`src/rtl/laplace_pkg.sv`:
```
// Shared constants, FSM encoding and the cross-window fetch-offset table
// for the Laplace scan controller.
package laplace_pkg;

  localparam int IMG_W   = 512;
  localparam int ROWS    = 510;
  localparam int COLS    = 510;
  localparam int ADDR_W  = 18;
  localparam int PIX_W   = 8;
  localparam int CRD_W   = 9;
  localparam int K_W     = 3;
  localparam int FETCH_N = 5;

  typedef enum logic [2:0] {
    IDLE,
    FETCH,
    CAPT,
    CALC,
    EMIT,
    DONE
  } state_t;

  typedef struct packed {
    logic [1:0] dx;
    logic [1:0] dy;
  } fetch_off_t;

  // Window positions relative to (col, row) of the output pixel, fetch order b,d,e,f,h.
  function automatic fetch_off_t fetch_off(input logic [K_W-1:0] k);
    fetch_off_t off;
    case (k)
      3'd0:    off = '{dx: 2'd1, dy: 2'd0};
      3'd1:    off = '{dx: 2'd0, dy: 2'd1};
      3'd2:    off = '{dx: 2'd1, dy: 2'd1};
      3'd3:    off = '{dx: 2'd2, dy: 2'd1};
      default: off = '{dx: 2'd1, dy: 2'd2};
    endcase
    return off;
  endfunction

endpackage

```
`src/rtl/laplace_addr_gen.sv`:
```
// Combinational image-memory address for window element k of output pixel (row, col).
module laplace_addr_gen
  import laplace_pkg::*;
#(
  parameter int IMG_W = laplace_pkg::IMG_W
) (
  input  logic [CRD_W-1:0]  row,
  input  logic [CRD_W-1:0]  col,
  input  logic [K_W-1:0]    k,
  output logic [ADDR_W-1:0] addr
);

  fetch_off_t off;

  // All operands widened to the full address width before the multiply.
  always_comb begin
    off  = fetch_off(k);
    addr = (ADDR_W'(row) + ADDR_W'(off.dy)) * ADDR_W'(IMG_W)
         + ADDR_W'(col) + ADDR_W'(off.dx);
  end

endmodule

```
`src/rtl/laplace_scan_ctrl.sv`:
```
// Raster-scan controller: fetches the 5-pixel cross window per output pixel,
// feeds the external Laplace datapath and emits results over valid/ready.
module laplace_scan_ctrl
  import laplace_pkg::*;
#(
  parameter int IMG_W = laplace_pkg::IMG_W,
  parameter int ROWS  = laplace_pkg::ROWS,
  parameter int COLS  = laplace_pkg::COLS
) (
  input  logic              clk,
  input  logic              rst,
  input  logic              start,
  output logic              busy,
  output logic              done,
  output logic              mem_rd,
  output logic [ADDR_W-1:0] mem_addr,
  input  logic [PIX_W-1:0]  mem_rdata,
  output logic [PIX_W-1:0]  win_b,
  output logic [PIX_W-1:0]  win_d,
  output logic [PIX_W-1:0]  win_e,
  output logic [PIX_W-1:0]  win_f,
  output logic [PIX_W-1:0]  win_h,
  input  logic [PIX_W-1:0]  filt_s,
  output logic              out_valid,
  input  logic              out_ready,
  output logic [PIX_W-1:0]  out_pixel,
  output logic [CRD_W-1:0]  out_row,
  output logic [CRD_W-1:0]  out_col
);

  localparam logic [CRD_W-1:0] LAST_ROW = CRD_W'(ROWS - 1);
  localparam logic [CRD_W-1:0] LAST_COL = CRD_W'(COLS - 1);
  localparam logic [K_W-1:0]   LAST_K   = K_W'(FETCH_N - 1);

  state_t              state_q, state_d;
  logic [CRD_W-1:0]    row_q, row_d;
  logic [CRD_W-1:0]    col_q, col_d;
  logic [K_W-1:0]      k_q, k_d;
  logic [ADDR_W-1:0]   addr_d;

  // Address is computed from the next-cycle coordinates so the registered
  // mem_addr lines up with the FETCH cycle that uses it.
  laplace_addr_gen #(
    .IMG_W (IMG_W)
  ) u_addr_gen (
    .row  (row_d),
    .col  (col_d),
    .k    (k_d),
    .addr (addr_d)
  );

  // NOTE: sequential state uses non-blocking assignments so every register
  // samples pre-edge values regardless of process order.
  always_ff @(posedge clk) begin
    if (rst) begin
      state_q <= IDLE;
      row_q   <= '0;
      col_q   <= '0;
      k_q     <= '0;
    end else begin
      state_q <= state_d;
      row_q   <= row_d;
      col_q   <= col_d;
      k_q     <= k_d;
    end
  end

  // NOTE: every combinational output gets a default first, so no path
  // through the case can leave it unassigned and infer a latch.
  always_comb begin
    state_d = state_q;
    row_d   = row_q;
    col_d   = col_q;
    k_d     = k_q;
    case (state_q)
      IDLE: begin
        if (start) begin
          state_d = FETCH;
          row_d   = '0;
          col_d   = '0;
          k_d     = '0;
        end
      end
      FETCH: begin
        if (k_q == LAST_K) begin
          state_d = CAPT;
          k_d     = '0;
        end else begin
          k_d = k_q + 1'b1;
        end
      end
      CAPT: state_d = CALC;
      CALC: state_d = EMIT;
      EMIT: begin
        if (out_ready) begin
          if (col_q < LAST_COL) begin
            col_d   = col_q + 1'b1;
            state_d = FETCH;
          end else if (row_q < LAST_ROW) begin
            col_d   = '0;
            row_d   = row_q + 1'b1;
            state_d = FETCH;
          end else begin
            state_d = DONE;
          end
        end
      end
      DONE:    state_d = IDLE;
      default: state_d = IDLE;
    endcase
  end

  always_comb begin
    busy      = 1'b0;
    done      = 1'b0;
    mem_rd    = 1'b0;
    out_valid = 1'b0;
    case (state_q)
      FETCH: begin
        busy   = 1'b1;
        mem_rd = 1'b1;
      end
      CAPT, CALC: busy = 1'b1;
      EMIT: begin
        busy      = 1'b1;
        out_valid = 1'b1;
      end
      DONE:    done = 1'b1;
      default: ;
    endcase
  end

  // Read data arrives one cycle after its fetch: FETCH k=1..4 capture b..f, CAPT captures h.
  always_ff @(posedge clk) begin
    if (rst) begin
      mem_addr  <= '0;
      win_b     <= '0;
      win_d     <= '0;
      win_e     <= '0;
      win_f     <= '0;
      win_h     <= '0;
      out_pixel <= '0;
      out_row   <= '0;
      out_col   <= '0;
    end else begin
      mem_addr <= (state_d == FETCH) ? addr_d : '0;
      if (state_q == FETCH) begin
        case (k_q)
          3'd1:    win_b <= mem_rdata;
          3'd2:    win_d <= mem_rdata;
          3'd3:    win_e <= mem_rdata;
          3'd4:    win_f <= mem_rdata;
          default: ;
        endcase
      end
      if (state_q == CAPT) win_h <= mem_rdata;
      if (state_q == CALC) begin
        out_pixel <= filt_s;
        out_row   <= row_q;
        out_col   <= col_q;
      end
    end
  end

endmodule

```
`config.mk`:
```
export PLATFORM = sky130hd
export DESIGN_NAME = laplace_scan_ctrl
export DESIGN_NICKNAME = d
export VERILOG_FILES = /design/src/rtl/laplace_pkg.sv /design/src/rtl/laplace_addr_gen.sv /design/src/rtl/laplace_scan_ctrl.sv
export SDC_FILE = /design/constraint.sdc
export NUM_CORES = 1
export LEC_CHECK = 0
export BUFFER_PORTS_ARGS = -buffer_cell sky130_fd_sc_hd__buf_2
export CORE_UTILIZATION = 40
export DETAILED_ROUTE_END_ITERATION = 8
export SKIP_LAST_GASP = 1
export SYNTH_ARGS = -nofsm -noshare
export SYNTH_HDL_FRONTEND = slang
export SYNTH_HIERARCHICAL = 1
export SYNTH_SLANG_ARGS = --single-unit
export TNS_END_PERCENT = 10
```
`constraint.sdc`:
```
create_clock -name clk -period 6.9 [get_ports clk]
set_clock_uncertainty 0.15 [all_clocks]
set_input_delay 0.345 -clock clk [delete_from_list [all_inputs] [get_ports clk]]
set_output_delay 0.345 -clock clk [all_outputs]
set_load 0.02 [all_outputs]
```
# After elaboration in Yosys (flattened, before gate mapping)
# Index checks and enable logic that the tools add are counted.
# word_totals
reg_bits	108
output_inout_bits	88
elab_cells	67
# classes
add_sub_neg	6
magnitude_cmp	2
eq_ne	13
mux	24
bitwise_logic	1
reduce_logical	8
# ops
cell	count
$mux W9	8
$pmux W9 S2	2
$mux W3	7
$add A18 B2 Y18	1
$add A18 B9 Y18	1
$add A9 B1 Y9 const B	2
$eq A3 B2 Y1 const B	6
$lt A9 B9 Y1 const B	2
$pmux W4 S4	1
$pmux W3 S5	1
$eq A3 B1 Y1 const B	4
$add A9 B2 Y9	1
$eq A3 B3 Y1 const B	3
$reduce_and A2 Y1	4
$logic_not A3 Y1	2
$pmux W3 S2	1
$mux W1	4
$reduce_or A4 Y1	1
$add A3 B1 Y3 const B	1
$reduce_or A2 Y1	1
$not A1 Y1	1

# Logic depth before layout (Yosys ltp)
# logic_depth
ltp_word	8
mapped_depth	17
depth_no_buf	17

# Modules after synthesis
# Netlist, hierarchy kept.
# modules_own_cells
mod	n_inst	cells_each	area_each_um2	seq_area_each_um2
laplace_scan_ctrl	1	548	4566.9	2162.1
laplace_addr_gen	1	80	620.6	0.0

# Worst setup path before layout
# Ideal clock, no wire load.
# synth_timing
path_type	register -> register
startpoint	register state_q[0]
endpoint	register mem_addr[12]
arrival_time_ns	3.526
required_time_ns	6.658
slack_ns	3.132
stages_incl_launch_ff	16
path_buffers	1
period_less_slack_ns	3.768
path_cell_list	dfxtp_1 clkbuf_1 nor3b_2 nor2_1 a2bb2oi_1 inv_1 nand2b_1 or2_2 fa_1 and4b_1 and4_1 and2_1 nand4_1 xor2_1 nand2_1 nor4_1
# synth_via
elab_chain_cells	7
# synth_rtl
item	line_no	source
from (decl)	laplace_scan_ctrl.sv:35	state_t state_q, state_d;
from (signal assigned)	laplace_scan_ctrl.sv:61	state_q <= state_d;
$eq A3 B1 Y1 / $logic_not A3 Y1 (equally long branches)	laplace_scan_ctrl.sv:75	case (state_q)
$pmux W3 S2 *	laplace_scan_ctrl.sv:75	
net k_d[2]	laplace_scan_ctrl.sv:38	logic [K_W-1:0] k_q, k_d;
$eq A3 B2 Y1 (tied with other cells)	laplace_pkg.sv:31	case (k)
$pmux W4 S4 *	laplace_pkg.sv:31	
$add A9 B2 Y9	laplace_addr_gen.sv:18	addr = (ADDR_W'(row) + ADDR_W'(off.dy)) * ADDR_W'(IMG_W)
$add A18 B9 Y18	laplace_addr_gen.sv:19	+ ADDR_W'(col) + ADDR_W'(off.dx);
$add A18 B2 Y18 *	laplace_addr_gen.sv:19	
net addr_d[12]	laplace_scan_ctrl.sv:39	logic [ADDR_W-1:0] addr_d;
to (signal assigned)	laplace_scan_ctrl.sv:146	mem_addr <= (state_d == FETCH) ? addr_d : '0;
to (decl)	laplace_scan_ctrl.sv:16	output logic [ADDR_W-1:0] mem_addr,
# The timed path passes the listed nets; every way through them passes the cells marked *.
# A chain may end at the register's enable or synchronous reset.

# Worst setup path after layout
# layout_timing
startpoint	register state_q[2]
endpoint	register mem_addr[12]
# Same word-level chain as after synthesis.

==> summary.json <==
{
  "syn-mean-instance-area": {"value": 8.26, "unit": "um2"},
  "per_cell_via_count_in_the_routed_design": {"value": 5.45},
  "total_power": {"value": 1.24, "unit": "mW"},
  "area_growth": {"value": 17.9, "unit": "%"},
  "place_congestion": {"value": 0.894},
  "cts_hold_buf": {"value": 0},
  "design.portCount": {"value": 108},
  "main_area_contributors_after_synthesis": {"value": "sky130_fd_sc_hd__dfxtp_1 (42%), sky130_fd_sc_hd__nand2_1 (10%), sky130_fd_sc_hd__a21oi_1 (6.0%)"},
  "final_antenna_net_count": {"value": 0},
  "worstSetupEndpointType": {"value": "register"},
  "power.ir.vdd_worst": {"value": 0.121, "unit": "mV"},
  "synth_cells": {"value": 628},
  "cts_inserted_buffers": {"value": 9},
  "ys_seq_elements": {"value": 108},
  "worst_ep_arrival_time": {"value": 4.34, "unit": "ns"},
  "result_of_the_run": {"value": "complete, no violations"},
  "timing.critical_path.from_type": {"value": "register"},
  "insertion_delay": {"value": 0.36, "unit": "ns"},
  "final_core_utilization": {"value": 0.485},
  "final-seq-area": {"value": 0.00216, "unit": "mm2"},
  "drv.max_cap_violation_count": {"value": 0},
  "die-width": {"value": 116, "unit": "um"},
  "grt_setup_unrepaired": {"value": "no"},
  "final_ws_setup": {"value": 2.67, "unit": "ns"},
  "vias": {"value": 4837},
  "synth_seq_area_share": {"value": 0.417},
  "multi_input_area": {"value": 0.00281, "unit": "mm2"},
  "floorplan.die.height": {"value": 116, "unit": "um"},
  "instance_count_along_the_most_critical_hold_path": {"value": 3},
  "max_clock_freq": {"value": 237, "unit": "MHz"},
  "hold_viol_final": {"value": 0},
  "slew_headroom": {"value": 0.324},
  "grt_pass1_vias": {"value": 4204},
  "dpl.hpwl": {"value": 10100, "unit": "um"},
  "global_route.usage.total": {"value": 0.209},
  "cts.sinks": {"value": 108},
  "post_cts.repair.setup_buffers": {"value": 0},
  "antenna_found_initial": {"value": 0},
  "worst_r2r_path_depth": {"value": 14},
  "final_net_count": {"value": 744},
  "synthFlopType": {"value": "sky130_fd_sc_hd__dfxtp_1"},
  "drive_above_1_share": {"value": 0.201},
  "power_density": {"value": 203, "unit": "mW/mm2"},
  "cts_root_buffer": {"value": "sky130_fd_sc_hd__clkbuf_16"},
  "synth_warnings": {"value": 6},
  "htree_levels": {"value": 3},
  "netlist.top_cell.by_area": {"value": "sky130_fd_sc_hd__dfxtp_1"},
  "globalRoute.totalOverflow": {"value": 0},
  "placement_stage_worst_setup_slack": {"value": 2.69, "unit": "ns"},
  "grt_first_pass_wirelength": {"value": 21700, "unit": "um"},
  "netlist-cell-type-count": {"value": 71},
  "cts.clk_slew.worst_paths": {"value": 0.08, "unit": "ns"},
  "wirelength": {"value": 13900, "unit": "um"},
  "drt_drc_violations_left": {"value": 0},
  "setup_tns": {"value": 0, "unit": "ns"},
  "detail_route.first_pass.iterations": {"value": 5},
  "initialDrtViolationCount": {"value": 322},
  "cell_leakage_power": {"value": 2.48, "unit": "nW"},
  "hp-class": {"value": "in2reg"},
  "die_area": {"value": 0.0134, "unit": "mm2"},
  "finalMaxSlewViolations": {"value": 0},
  "rows": {"value": 41},
  "synth_async_sr_flop_share": {"value": 0},
  "initial_core_util": {"value": 0.411},
  "fin_hold_ws": {"value": 0.0677, "unit": "ns"},
  "synth_enable_flop_cells": {"value": 0},
  "post-route-min-period": {"value": 4.23, "unit": "ns"},
  "cp_max_fo": {"value": 14},
  "yosysTopAreaCellShare": {"value": 0.417},
  "tritoncts": {"value": "yes"},
  "clk_path_buf_depth": {"value": 2},
  "cts.repair.resized": {"value": 0},
  "synth_fp_nets": {"value": 661},
  "fillerInstances": {"value": 1276},
  "placeableCoreArea": {"value": 0.0126, "unit": "mm2"},
  "post-route-period-util": {"value": 0.613},
  "post_synth_instance_area": {"value": 0.00519, "unit": "mm2"},
  "critPathKind": {"value": "reg2reg"},
  "count_of_final_setup_violators": {"value": 0},
  "antenna_cells_inserted": {"value": 0},
  "wl_per_cell": {"value": 15.6, "unit": "um"},
  "placement.io_buffers": {"value": 107},
  "grt_max_degree": {"value": 64},
  "tightest_slew": {"value": 1.01, "unit": "ns"},
  "worst-endpoint-required": {"value": 7.01, "unit": "ns"}
}
cell families (layout without fill, tap and decap cells):
family | count (synthesis) | after routing | synth area share
adder cells (fa/ha/maj) | 13 | 13 | 0.0342
flip-flops | 108 | 108 | 0.417
XOR/XNOR | 19 | 19 | 0.0335
AO/OA/AOI/OAI | 126 | 126 | 0.160
multiplexers | 18 | 18 | 0.0350
AND/OR/NAND/NOR | 292 | 292 | 0.278
buffers and inverters | 52 | 140 | 0.0424
path summary, 6_finish.rpt:
| kind | start | endpoint | slack, ns |
|---|---|---|---|
| setup / recovery | state_q[2]$_SDFF_PP0_ | mem_addr[12]$_SDFF_PP0_ | 2.67 |
| hold / removal | filt_s[7] | out_pixel[7]$_SDFFE_PP0N_ | 0.07 |
| setup reg to reg | state_q[2]$_SDFF_PP0_ | mem_addr[12]$_SDFF_PP0_ | 2.67 |
| hold reg to reg | out_pixel[6]$_SDFFE_PP0N_ | out_pixel[6]$_SDFFE_PP0N_ | 0.30 |
cell usage in the layout, fill, tap and decap left out, types with 7 or more instances in the layout:
cell,n
sky130_fd_sc_hd__xor2_1,7
sky130_fd_sc_hd__dfxtp_1,108
sky130_fd_sc_hd__mux2i_1,17
sky130_fd_sc_hd__inv_1,13
sky130_fd_sc_hd__nand3_1,33
sky130_fd_sc_hd__nor2_1,36
sky130_fd_sc_hd__xnor2_1,11
sky130_fd_sc_hd__a31oi_1,9
sky130_fd_sc_hd__and3_1,10
sky130_fd_sc_hd__and2_1,10
sky130_fd_sc_hd__buf_2,107
sky130_fd_sc_hd__a21oi_1,62
sky130_fd_sc_hd__nand2_1,138
sky130_fd_sc_hd__nor4_1,21
sky130_fd_sc_hd__clkbuf_16,9
sky130_fd_sc_hd__ha_1,11
sky130_fd_sc_hd__a311oi_1,9
where the power goes:
group	internal [mW]	leakage, nW	switching (mW)
logic	0.0201	1.45	0.0492
registers	0.626	0.870	0.00310
clock network	0.300	0.159	0.245
final cells by class:
cell class                      count  area share
Clock buffer                       10      0.0391
Clock inverter                      6      0.0127
Inverter                           14     0.00880
Multi-Input combinational cell    468       0.459
Sequential cell                   108       0.354
Tap cell                          172      0.0352
Timing Repair Buffer              110      0.0912
sequential cells by signal (all words and copies together), names as in the netlist:
signal     count
col_q          9
win_f          8
state_q        3
out_row        9
out_col        9
win_e          8
row_q          9
win_h          8
win_d          8
out_pixel      8
k_q            3
win_b          8
mem_addr      18
stage by stage:
| step | instance area (um2) | instances |
|---|---|---|
| after global routing | 6120 | 888 |
| after global placement | 5800 | 872 |
| after detailed placement | 5800 | 872 |
| final | 6120 | 888 |
| after CTS | 6120 | 888 |
| after floorplan | 5190 | 628 |
synthesized netlist by cell type (all sizes together) (3+ instances only):
cell type / instances
and3: 10
nor3: 5
nor2b: 3
buf: 11
nand2b: 3
clkbuf: 27
a2bb2oi: 3
nand2: 138
or3: 4
a21o: 3
nand3b: 3
xnor2: 11
xor2: 8
o21ai: 6
a311oi: 10
o22ai: 3
inv: 13
a31oi: 9
nor4: 22
nand3: 34
o31ai: 3
a211oi: 5
nor4b: 3
mux2i: 17
ha: 11
nor2: 36
and4: 4
and2: 10
nand4: 7
dfxtp: 108
o211ai: 5
a21oi: 62
worst max-delay path, stage by stage (launching register included):
cell,delay [ns]
sky130_fd_sc_hd__dfxtp_1,0.45
sky130_fd_sc_hd__nor4b_1,0.84
sky130_fd_sc_hd__nor2_1,0.16
sky130_fd_sc_hd__a2bb2oi_1,0.24
sky130_fd_sc_hd__inv_1,0.13
sky130_fd_sc_hd__nand2b_1,0.18
sky130_fd_sc_hd__or2_2,0.31
sky130_fd_sc_hd__fa_1,0.45
sky130_fd_sc_hd__and4b_1,0.31
sky130_fd_sc_hd__and4_1,0.24
sky130_fd_sc_hd__and2_1,0.16
sky130_fd_sc_hd__nand4_1,0.11
sky130_fd_sc_hd__xor2_1,0.15
sky130_fd_sc_hd__nand2_1,0.07
sky130_fd_sc_hd__nor4_1,0.18
metal layers:
metal / share of wire / up-vias / global-route usage
li1: - / 2410 / -
met1: 0.46 / 2267 / 0.269
met2: 0.48 / 138 / 0.347
met3: 0.044 / 22 / 0.0335
met4: 0.021 / 0 / 0.0915
met5: 0 / - / 0
Note: power is estimated with default switching activity, not from simulation.
